<file path="src/rtl/eeg_adc_frame_capture_if.sv">
// Bus bundle between the EEG ADC frame capture block and its environment.
// master: the side that owns the ADC pins and consumes the frame.
// slave:  the capture block itself.
interface eeg_adc_frame_capture_if #(
    parameter int N_CH = 8,
    parameter int BITS = 24
);
    logic                   enable;
    logic                   adc_drdy_n;
    logic                   adc_dout;
    logic                   adc_sclk;
    logic                   adc_cs_n;
    logic [N_CH*BITS-1:0]   raw_eeg_array;
    logic                   data_valid;
    logic                   busy;
    logic [7:0]             overrun_cnt;

    modport master (
        output enable, adc_drdy_n, adc_dout,
        input  adc_sclk, adc_cs_n, raw_eeg_array, data_valid, busy, overrun_cnt
    );

    modport slave (
        input  enable, adc_drdy_n, adc_dout,
        output adc_sclk, adc_cs_n, raw_eeg_array, data_valid, busy, overrun_cnt
    );
endinterface

</file>
<file path="src/rtl/eeg_adc_frame_capture.sv">
// Serial front-end for the 8-channel EEG ADC: on each data-ready falling edge
// it clocks out one SPI-style frame of N_CH x BITS bits, publishes the packed
// frame with a one-cycle valid strobe and counts data-ready events missed
// while a frame is in flight.
module eeg_adc_frame_capture #(
    parameter int CLK_DIV = 4,
    parameter int N_CH    = 8,
    parameter int BITS    = 24
) (
    input  logic                    clk,
    input  logic                    rst,
    eeg_adc_frame_capture_if.slave  bus
);
    localparam int         FRAME_BITS = N_CH * BITS;
    localparam logic [7:0] DIV_LAST   = 8'(CLK_DIV - 1);
    localparam logic [7:0] BIT_LAST   = 8'(FRAME_BITS - 1);

    typedef enum logic [1:0] {IDLE, SETUP, SHIFT, HOLD} state_t;

    state_t                 state_q, state_d;
    logic                   sync1_q, sync1_d;
    logic                   sync2_q, sync2_d;
    logic                   drdy_prev_q, drdy_prev_d;
    logic                   dout_q, dout_d;
    logic [7:0]             div_q, div_d;
    logic [7:0]             bit_cnt_q, bit_cnt_d;
    logic                   sclk_q, sclk_d;
    logic                   cs_n_q, cs_n_d;
    logic [FRAME_BITS-1:0]  shreg_q, shreg_d;
    logic [FRAME_BITS-1:0]  raw_q, raw_d;
    logic                   valid_q, valid_d;
    logic [7:0]             ovr_q, ovr_d;
    logic                   drdy_fall;

    // The shift register holds the stream in arrival order (first bit at the
    // top). Channel k arrived as the k-th word, so it sits in word N_CH-1-k;
    // reversing the word order puts channel k at [k*BITS +: BITS].
    function automatic logic [FRAME_BITS-1:0] unpack_stream(input logic [FRAME_BITS-1:0] s);
        logic [FRAME_BITS-1:0] r;
        r = '0;
        for (int k = 0; k < N_CH; k++) begin
            r[k*BITS +: BITS] = s[(N_CH-1-k)*BITS +: BITS];
        end
        return r;
    endfunction

    // State register, synchronizers and all datapath flops.
    // NOTE: sequential state uses non-blocking assignments so every flop
    // samples the pre-edge value of the others, independent of statement order.
    always_ff @(posedge clk or posedge rst) begin
        if (rst) begin
            state_q     <= IDLE;
            sync1_q     <= 1'b1;
            sync2_q     <= 1'b1;
            drdy_prev_q <= 1'b1;
            dout_q      <= 1'b0;
            div_q       <= '0;
            bit_cnt_q   <= '0;
            sclk_q      <= 1'b0;
            cs_n_q      <= 1'b1;
            shreg_q     <= '0;
            raw_q       <= '0;
            valid_q     <= 1'b0;
            ovr_q       <= '0;
        end else begin
            state_q     <= state_d;
            sync1_q     <= sync1_d;
            sync2_q     <= sync2_d;
            drdy_prev_q <= drdy_prev_d;
            dout_q      <= dout_d;
            div_q       <= div_d;
            bit_cnt_q   <= bit_cnt_d;
            sclk_q      <= sclk_d;
            cs_n_q      <= cs_n_d;
            shreg_q     <= shreg_d;
            raw_q       <= raw_d;
            valid_q     <= valid_d;
            ovr_q       <= ovr_d;
        end
    end

    // Next-state logic: input conditioning, frame sequencing and overrun count.
    // NOTE: every signal gets a default first so no path leaves one unassigned
    // (which would infer a latch).
    always_comb begin
        sync1_d     = bus.adc_drdy_n;
        sync2_d     = sync1_q;
        drdy_prev_d = sync2_q;
        dout_d      = bus.adc_dout;
        drdy_fall   = drdy_prev_q & ~sync2_q;

        state_d   = state_q;
        div_d     = div_q;
        bit_cnt_d = bit_cnt_q;
        sclk_d    = sclk_q;
        cs_n_d    = cs_n_q;
        shreg_d   = shreg_q;
        raw_d     = raw_q;
        valid_d   = 1'b0;
        ovr_d     = ovr_q;

        // A data-ready edge while a frame is running is lost; count it,
        // saturating so the counter never wraps back to a small value.
        if (drdy_fall && (state_q != IDLE) && (ovr_q != 8'hFF)) begin
            ovr_d = ovr_q + 8'd1;
        end

        case (state_q)
            IDLE: begin
                if (drdy_fall && bus.enable) begin
                    state_d = SETUP;
                    cs_n_d  = 1'b0;
                    sclk_d  = 1'b0;
                    div_d   = '0;
                end
            end
            SETUP: begin
                if (div_q == DIV_LAST) begin
                    state_d   = SHIFT;
                    div_d     = '0;
                    bit_cnt_d = '0;
                end else begin
                    div_d = div_q + 8'd1;
                end
            end
            SHIFT: begin
                if (div_q != DIV_LAST) begin
                    div_d = div_q + 8'd1;
                end else begin
                    div_d = '0;
                    if (!sclk_q) begin
                        // End of low phase: rising sclk edge captures the bit.
                        sclk_d  = 1'b1;
                        shreg_d = {shreg_q[FRAME_BITS-2:0], dout_q};
                    end else begin
                        sclk_d = 1'b0;
                        if (bit_cnt_q == BIT_LAST) begin
                            state_d = HOLD;
                        end else begin
                            bit_cnt_d = bit_cnt_q + 8'd1;
                        end
                    end
                end
            end
            HOLD: begin
                if (div_q == DIV_LAST) begin
                    state_d = IDLE;
                    cs_n_d  = 1'b1;
                    div_d   = '0;
                    raw_d   = unpack_stream(shreg_q);
                    valid_d = 1'b1;
                end else begin
                    div_d = div_q + 8'd1;
                end
            end
            default: begin
                state_d = IDLE;
                cs_n_d  = 1'b1;
                sclk_d  = 1'b0;
            end
        endcase
    end

    assign bus.adc_sclk      = sclk_q;
    assign bus.adc_cs_n      = cs_n_q;
    assign bus.raw_eeg_array = raw_q;
    assign bus.data_valid    = valid_q;
    assign bus.busy          = (state_q != IDLE);
    assign bus.overrun_cnt   = ovr_q;
endmodule

</file>
<file path="src/flat_wrapper.sv">
// flat-port wrapper written by rule: the top's interface ports become plain ports
module eeg_adc_frame_capture_flat 
#(
    parameter int CLK_DIV = 4,
    parameter int N_CH    = 8,
    parameter int BITS    = 24
)
  (clk, rst, bus_enable, bus_adc_drdy_n, bus_adc_dout, bus_adc_sclk, bus_adc_cs_n, bus_raw_eeg_array, bus_data_valid, bus_busy, bus_overrun_cnt);
  eeg_adc_frame_capture_if #(.N_CH(N_CH), .BITS(BITS)) bus_i ();
  input  logic clk;
  input  logic rst;
  input wire logic [$bits(bus_i.enable)-1:0] bus_enable;
  input wire logic [$bits(bus_i.adc_drdy_n)-1:0] bus_adc_drdy_n;
  input wire logic [$bits(bus_i.adc_dout)-1:0] bus_adc_dout;
  output wire logic [$bits(bus_i.adc_sclk)-1:0] bus_adc_sclk;
  output wire logic [$bits(bus_i.adc_cs_n)-1:0] bus_adc_cs_n;
  output wire logic [$bits(bus_i.raw_eeg_array)-1:0] bus_raw_eeg_array;
  output wire logic [$bits(bus_i.data_valid)-1:0] bus_data_valid;
  output wire logic [$bits(bus_i.busy)-1:0] bus_busy;
  output wire logic [$bits(bus_i.overrun_cnt)-1:0] bus_overrun_cnt;
  assign bus_i.enable = bus_enable;
  assign bus_i.adc_drdy_n = bus_adc_drdy_n;
  assign bus_i.adc_dout = bus_adc_dout;
  assign bus_adc_sclk = bus_i.adc_sclk;
  assign bus_adc_cs_n = bus_i.adc_cs_n;
  assign bus_raw_eeg_array = bus_i.raw_eeg_array;
  assign bus_data_valid = bus_i.data_valid;
  assign bus_busy = bus_i.busy;
  assign bus_overrun_cnt = bus_i.overrun_cnt;
  eeg_adc_frame_capture #(.CLK_DIV(CLK_DIV), .N_CH(N_CH), .BITS(BITS)) u_core (.clk(clk), .rst(rst), .bus(bus_i));
endmodule
</file>
<file path="config.mk">
export PLATFORM = sky130hd
export DESIGN_NAME = eeg_adc_frame_capture_flat
export DESIGN_NICKNAME = d
export VERILOG_FILES = /design/src/rtl/eeg_adc_frame_capture_if.sv /design/src/rtl/eeg_adc_frame_capture.sv /design/src/flat_wrapper.sv
export SDC_FILE = /design/constraint.sdc
export NUM_CORES = 1
export LEC_CHECK = 0
export ABC_CLOCK_PERIOD_IN_PS = 17250
export CORE_MARGIN = 2
export CORE_UTILIZATION = 49
export CTS_BUF_LIST = sky130_fd_sc_hd__clkbuf_8
export CTS_CLUSTER_SIZE = 16
export DETAILED_ROUTE_END_ITERATION = 12
export PLACE_DENSITY = 0.76
export SLEW_MARGIN = 20
export SYNTH_ARGS = -nofsm -noshare
export SYNTH_HDL_FRONTEND = slang
export SYNTH_SLANG_ARGS = --single-unit
</file>
<file path="constraint.sdc">
create_clock -name clk -period 17.25 [get_ports clk]
set_input_delay 3.45 -clock clk [delete_from_list [all_inputs] [get_ports clk]]
set_output_delay 3.45 -clock clk [all_outputs]
set_load 0.1 [all_outputs]
</file>
==> results of run 1 <==
==> worst reg2reg max path, cell delays in order, from the launching register on <==
cell and delay [ns]:
dfrtp_1 0.41, inv_1 0.11, ha_1 0.45, nor2b_1 0.43
nand2_8 0.54, buf_4 0.54, buf_16 0.28, mux2_4 0.36
==> metrics by stage <==
stage	setup WS, ns	hold slack, ns	instances	instance area (um^2)	power [W]
6_report	11.20	0.350	1712	20500	0.00211
5_1_grt	11.07	0.366	1712	20500	0.00221
4_1_cts	11.15	0.360	1711	20400	0.00215
3_5_place_dp	10.73	0.349	1586	19000	0.00128
3_3_place_gp	10.78	0.347	1586	19000	0.00127
2_1_floorplan	2.20	0.345	968	16800	0.00124
==> state kept, by name, summed over array words and instances (netlist names) <==
signal	cells
u_core.bus.adc_cs_n	1
u_core.shreg_q	192
u_core.state_q	2
u_core.bit_cnt_q	8
u_core.div_q	8
u_core.bus.adc_sclk	1
u_core.dout_q	1
u_core.drdy_prev_d	1
u_core.sync1_q	1
u_core.bus.overrun_cnt	8
u_core.bus.raw_eeg_array	192
u_core.bus.data_valid	1
u_core.drdy_prev_q	1
==> routing by layer <==
| layer | track usage [%] | up-vias |
|---|---|---|
| met2 | 24.5 | 204 |
| met5 | 0 | - |
| met3 | 4.78 | 39 |
| met4 | 5.10 | 0 |
| li1 | - | 3938 |
| met1 | 25.2 | 4491 |
==> final cells by class <==
type | instances | area [um^2]
sequential | 417 | 10400
fill | 2538 | 13200
timing repair buffer | 217 | 2180
tap | 448 | 561
clock buffer | 89 | 1220
multi-input combinational | 494 | 5840
clock inverter | 36 | 170
inverter | 11 | 48.8
==> path summary, 6_finish.rpt <==
kind | from | end | cells after the start
worst max-delay path | u_core.state_q[0]$_DFFE_PP0P_ | bus_busy | 4
worst min-delay path | u_core.drdy_prev_d$_DFF_PP1_ | u_core.drdy_prev_q$_DFF_PP1_ | 0
worst max register to register | u_core.state_q[0]$_DFFE_PP0P_ | u_core.shreg_q[163]$_DFFE_PP0P_ | 7
worst min register to register | u_core.drdy_prev_d$_DFF_PP1_ | u_core.drdy_prev_q$_DFF_PP1_ | 0
max in group asynchronous | rst | u_core.bus.raw_eeg_array[173]$_DFFE_PP0P_ | 4
min in group asynchronous | rst | u_core.bus.raw_eeg_array[26]$_DFFE_PP0P_ | 2
==> kinds of logic (layout without fill, tap and decap cells) <==
logic type / count (synthesis) / after routing / share of synthesized area (%)
AOI/OAI and AO/OA: 29 / 29 / 1.30
xor gates and xnor gates: 11 / 11 / 0.573
adders and majority gates: 8 / 8 / 0.595
muxes: 389 / 389 / 30.0
DFF: 417 / 417 / 62.1
buffers and inverters: 57 / 353 / 3.32
and+or+nand+nor: 57 / 57 / 2.08
==> layout by cell type, fill, tap and decap left out, types with 2 or more instances in the layout <==
| master | n |
|---|---|
| a21oi_1 | 5 |
| a22o_1 | 5 |
| a31oi_1 | 3 |
| and2_1 | 3 |
| and3_1 | 5 |
| buf_4 | 4 |
| buf_6 | 4 |
| clkbuf_8 | 89 |
| clkdlybuf4s50_1 | 208 |
| clkinv_2 | 16 |
| clkinvlp_4 | 4 |
| dfrtp_1 | 413 |
| dfstp_2 | 4 |
| ha_1 | 8 |
| inv_1 | 26 |
| mux2_1 | 50 |
| mux2_2 | 157 |
| mux2_4 | 180 |
| mux2i_1 | 2 |
| nand2_1 | 11 |
| nand2b_1 | 3 |
| nand3_1 | 10 |
| nand4_1 | 5 |
| nor2_1 | 3 |
| nor3_1 | 2 |
| o21ai_0 | 3 |
| o221ai_1 | 5 |
| or3b_2 | 2 |
| xnor2_1 | 9 |
| xor2_1 | 2 |
==> power breakdown <==
part           switching [W]  internal (W)  total [W]  leakage [nW]
Sequential         0.0000196      0.000998    0.00102          5.80
Combinational       0.000168     0.0000769   0.000245          3.91
Clock               0.000383      0.000465   0.000848         0.788
Total               0.000570       0.00154    0.00211          10.5
==> cell usage after synthesis, drive strengths merged (2+ instances only) <==
master,n
nor2,3
o21ai,3
inv,11
mux2,387
mux2i,2
ha,8
a21oi,5
and2,4
dfrtp,413
nand2b,3
a22o,5
or3b,2
o221ai,5
xnor2,9
nand3,10
a31oi,4
nand2,12
xor2,2
and3,6
clkbuf,3
dfstp,4
nor3,3
buf,43
nand4,5
==> flow_metrics.env, run 1 <==
export IMPL_fin_skew_ns=0.0286
export IMPL_cp_slowest_cell="clkdlybuf4s50_1"
export IMPL_clk_path_buf_depth=3
export IMPL_yosysTopAreaCell="dfrtp_1"
export IMPL_cp_max_fo=6
export IMPL_peakVddDrop_mv=0.106
export IMPL_hold_buffers=0
export IMPL_drt_iter0_drc=453
export IMPL_viasPerCell=5.07
export IMPL_routed_top_layer="met4"
export IMPL_holdCritPathClass="flop to flop"
export IMPL_track_usage_pct=17.0
export IMPL_clkTransAtPathRegs_ns=0.06
export IMPL_end_kind="output pin"
export IMPL_async_flop_share_pct=100
export IMPL_initial_utilization_pct=49.9
export IMPL_fin_tns_setup_ns=0
export IMPL_worstPathRequired_ns=13.80
export IMPL_post_route_util_pct=60.7
export IMPL_ys_types=49
export IMPL_status="finished, final reports clean"
export IMPL_post_cts_buffers=0
export IMPL_antenna_found_initial=0
export IMPL_wl_met1_um=14500
export IMPL_crit_type="flop to output pin"
export IMPL_clk_latency_ns=0.58
export IMPL_wl_per_cell_um=17.4
export IMPL_grt_remaining_overflow=0
export IMPL_cp_top_family="buffers and inverters"
export IMPL_slew_headroom_pct=28.1
export IMPL_max_freq_mhz=165
export IMPL_cts_sinks=417
export IMPL_critPathArrivalTime_ns=2.60
export IMPL_first_pass_iters=4
export IMPL_numCtsBuffers=70
export IMPL_synthCells=968
export IMPL_synth_edf_count=0
export IMPL_drv_slew=0
export IMPL_ys_flop_type="dfrtp_1"
export IMPL_startpoint_type="flop"
export IMPL_routed_wl_um=29800
export IMPL_leakage_nw=10.5
export IMPL_root_buffer="clkbuf_8"
export IMPL_synth_area_leaders="dfrtp_1 61%, mux2_4 16%, mux2_2 11%"
export IMPL_grt_pass1_wl_um=49000
export IMPL_synth_area_um2=16800
export IMPL_die_w_um=189
export IMPL_yosysSeqAreaShare_pct=62.1
export IMPL_hpwl_um=18300
export IMPL_max_stage_delay_ns=1.14
export IMPL_wl_met2_um=13200
export IMPL_die_area_um2=35800
export IMPL_cp_num_buf_inv=3
export IMPL_ys_warn_count=0
export IMPL_ys_seq_elements=417
export IMPL_fin_crit_sh_pct=35.1
export IMPL_rsz0062_at_grt="false"
export IMPL_grt_max_degree=102
export IMPL_critPathMostFrequentCell="inv_1"
export IMPL_cp_cell_sequence="inv_1 > ha_1 > inv_1 > clkdlybuf4s50_1"
export IMPL_cap_violations=0
export IMPL_antenna_cells=0
export IMPL_core_area_um2=33700
export IMPL_post_cts_resized=0
export IMPL_wl_met3_um=1720
export IMPL_layout_drive_gt1_share_pct=37.2
export IMPL_nNetsFinal=1224
export IMPL_htree_levels=3
export IMPL_via_count=8672
export IMPL_rrSetupSlack_ns=14.00
export IMPL_die_h_um=189
export IMPL_ioPinCount=209
export IMPL_hold_viol_final=0
export IMPL_postRouteAntennaNets=0
export IMPL_area_growth_pct=21.7
export IMPL_tritoncts="done"
export IMPL_grt_pass1_vias=9106
export IMPL_gp_congestion=0.753
export IMPL_fin_crit_ns=6.05
export IMPL_synth_top_area_share_pct=61.5
export IMPL_finalSetupViolCount=0
export IMPL_port_buffers=208
export IMPL_synth_fp_nets=981
export IMPL_powerDensity_nw_per_um2=103
export IMPL_route_detailed_drc=0
export IMPL_num_rows=67
export IMPL_worst_slew_pin_slew_ns=1.07
export IMPL_avgSynthCellArea_um2=17.4
Power figures use the tool's default switching activity.
==> inputs of run 2 (changes only) <==
ABC_CLOCK_PERIOD_IN_PS = 4900   (was 17250)
PLACE_DENSITY = 0.79   (was 0.76)
clock period = 4.9 ns   (was 17.25 ns; I/O delays follow)
==> run 2 against run 1 <==
Compared with the run above: total power rose to 3.6 times the previous value; cell count is the same; combinational power grew to 3.5 times the previous value; critical path depth did not move; critical path type unchanged.
==> flow_metrics.env, run 2 (synthesis gave the netlist of run 1 again) <==
export IMPL_area_growth_pct=22.2
export IMPL_worstRegToRegCells=6
export IMPL_postLayoutSetupSlackWorst_ns=1.25
export IMPL_nFillCells=2533
export IMPL_antenna_found_initial=0
export IMPL_grt_max_degree=180
export IMPL_via_count=8740
export IMPL_r2r_end="u_core.shreg_q[28]$_DFFE_PP0P_"
export IMPL_max_freq_mhz=274
export IMPL_slew_headroom_pct=26.8
export IMPL_peakVddDrop_mv=0.497
export IMPL_multi_input_area_um2=5840
export IMPL_numCtsBuffers=71
export IMPL_leakage_nw=10.5
export IMPL_worst_slew_pin_slew_ns=1.09
export IMPL_initial_utilization_pct=49.9
export IMPL_layout_commonest_cell="dfrtp_1"
export IMPL_startpoint_type="flop"
export IMPL_layout_drive_gt1_share_pct=36.7
export IMPL_first_pass_iters=4
export IMPL_grt_pass1_wl_um=50100
export IMPL_fin_crit_ns=3.65
export IMPL_postRouteAntennaNets=0
export IMPL_ioPinCount=209
export IMPL_holdCritPathClass="flop to flop"
export IMPL_core_area_um2=33700
export IMPL_fin_skew_ns=0.0178
export IMPL_cp_slowest_cell="clkdlybuf4s50_1"
export IMPL_fin_crit_sh_pct=74.6
export IMPL_wl_per_cell_um=17.6
export IMPL_cp_max_fo=6
export IMPL_num_rows=67
export IMPL_worstPathRequired_ns=3.92
export IMPL_hold_path_cell_count=0
export IMPL_die_area_um2=35800
export IMPL_post_cts_buffers=0
export IMPL_post_cts_resized=0
export IMPL_hp_start="u_core.sync1_q$_DFF_PP1_"
export IMPL_gp_congestion=0.766
export IMPL_viasPerCell=5.11
export IMPL_route_detailed_drc=0
export IMPL_hold_buffers=0
export IMPL_drt_iter0_drc=421
export IMPL_clk_path_buf_depth=3
export IMPL_finalSetupViolCount=0
export IMPL_die_h_um=189
export IMPL_cp_cell_sequence="inv_1 > ha_1 > inv_1 > clkdlybuf4s50_1"
export IMPL_end_kind="output pin"
export IMPL_antenna_cells=0
export IMPL_cts_sinks=417
export IMPL_final_cell_mix="413 x dfrtp_1, 208 x clkdlybuf4s50_1, 180 x mux2_4"
export IMPL_rsz0062_at_grt="false"
export IMPL_track_usage_pct=17.4
export IMPL_grt_remaining_overflow=0
export IMPL_drv_slew=0
export IMPL_critPathArrivalTime_ns=2.67
export IMPL_grt_pass1_vias=9362
export IMPL_rrSetupSlack_ns=1.73
export IMPL_nNetsFinal=1224
export IMPL_hpwl_um=18300
export IMPL_powerDensity_nw_per_um2=370
export IMPL_crit_type="flop to output pin"
export IMPL_reg2reg_from="u_core.state_q[0]$_DFFE_PP0P_"
export IMPL_clkTransAtPathRegs_ns=0.06
export IMPL_cap_violations=0
export IMPL_status="finished, final reports clean"
export IMPL_die_w_um=189
export IMPL_max_stage_delay_ns=1.14
export IMPL_routed_wl_um=30200
export IMPL_htree_levels=3
export IMPL_worst_hold_path_endpoint="u_core.drdy_prev_d$_DFF_PP1_"
export IMPL_hold_viol_final=0
export IMPL_tritoncts="done"
export IMPL_place_ws_ns=1.79
export IMPL_seqCellArea_um2=10400
export IMPL_clk_latency_ns=0.61
export IMPL_root_buffer="clkbuf_8"
export IMPL_critPathMostFrequentCell="inv_1"
export IMPL_power_w=0.00761
export IMPL_port_buffers=208
-- run 2: changes by cell type in the layout (fill, tap and decap cells not counted) --
cell	before	now
clkbuf_8	89	90
clkinv_2	16	5
bufinv_16	0	2
inv_6	0	3
buf_4	4	3
buf_6	4	0
inv_1	26	32
buf_16	1	0
buf_12	0	5
-- run 2: final cells by class --
cell class	count	share of cell area, %
Inverter	11	0.219
Timing Repair Buffer	216	10.7
Multi-Input combinational cell	494	28.4
Clock buffer	90	6.03
Tap cell	448	2.73
Clock inverter	36	1.11
Sequential cell	417	50.8
-- run 2: worst max-delay path: cells and delay by family, from the launching register on --
kind,cells,cell delay (ns)
adder cells (fa/ha/maj),1,0.28
buffers and inverters,3,1.37
flip-flops,1,0.41
-- run 2: through the flow --
| step | hold WS (ns) | utilization (%) | area (um^2) | std cells | setup TNS (ns) |
|---|---|---|---|---|---|
| 3_5_place_dp | 0.347 | 56.6 | 19100 | 1586 | 0 |
| 2_1_floorplan | 0.345 | - | 16800 | 968 | -702.81 |
| 3_3_place_gp | 0.349 | 56.6 | 19100 | 1586 | 0 |
| 6_report | 0.358 | 61.0 | 20600 | 1712 | 0 |
| 4_1_cts | 0.360 | 61.0 | 20500 | 1712 | 0 |
| 5_1_grt | 0.364 | 61.0 | 20600 | 1712 | 0 |
-- run 2: worst max-delay path by stage --
stage          cells after the start                         endpoint                     startpoint
2_1_floorplan                      1  u_core.bit_cnt_q[0]$_DFFE_PP0P_                            rst
3_3_place_gp                       6   u_core.shreg_q[30]$_DFFE_PP0P_  u_core.state_q[0]$_DFFE_PP0P_
3_5_place_dp                       6    u_core.shreg_q[1]$_DFFE_PP0P_  u_core.state_q[0]$_DFFE_PP0P_
4_1_cts                            4                         bus_busy  u_core.state_q[0]$_DFFE_PP0P_
5_1_grt                            4                         bus_busy  u_core.state_q[0]$_DFFE_PP0P_
6_report                           4                         bus_busy  u_core.state_q[0]$_DFFE_PP0P_
-- run 2: report_power, final --
part	total, W	internal [W]	switching, W	leakage (nW)
clock network	0.00316	0.00177	0.00139	0.832
registers	0.00358	0.00351	0.0000691	5.80
logic	0.000867	0.000273	0.000594	3.91
total	0.00761	0.00555	0.00206	10.5
-- run 2: routing by layer --
metal / global-route usage (%) / share of wire [%]
met2: 25.6 / 45
met3: 5.82 / 6.5
met4: 6.77 / 2.7
met5: 0 / 0
met1: 24.0 / 46
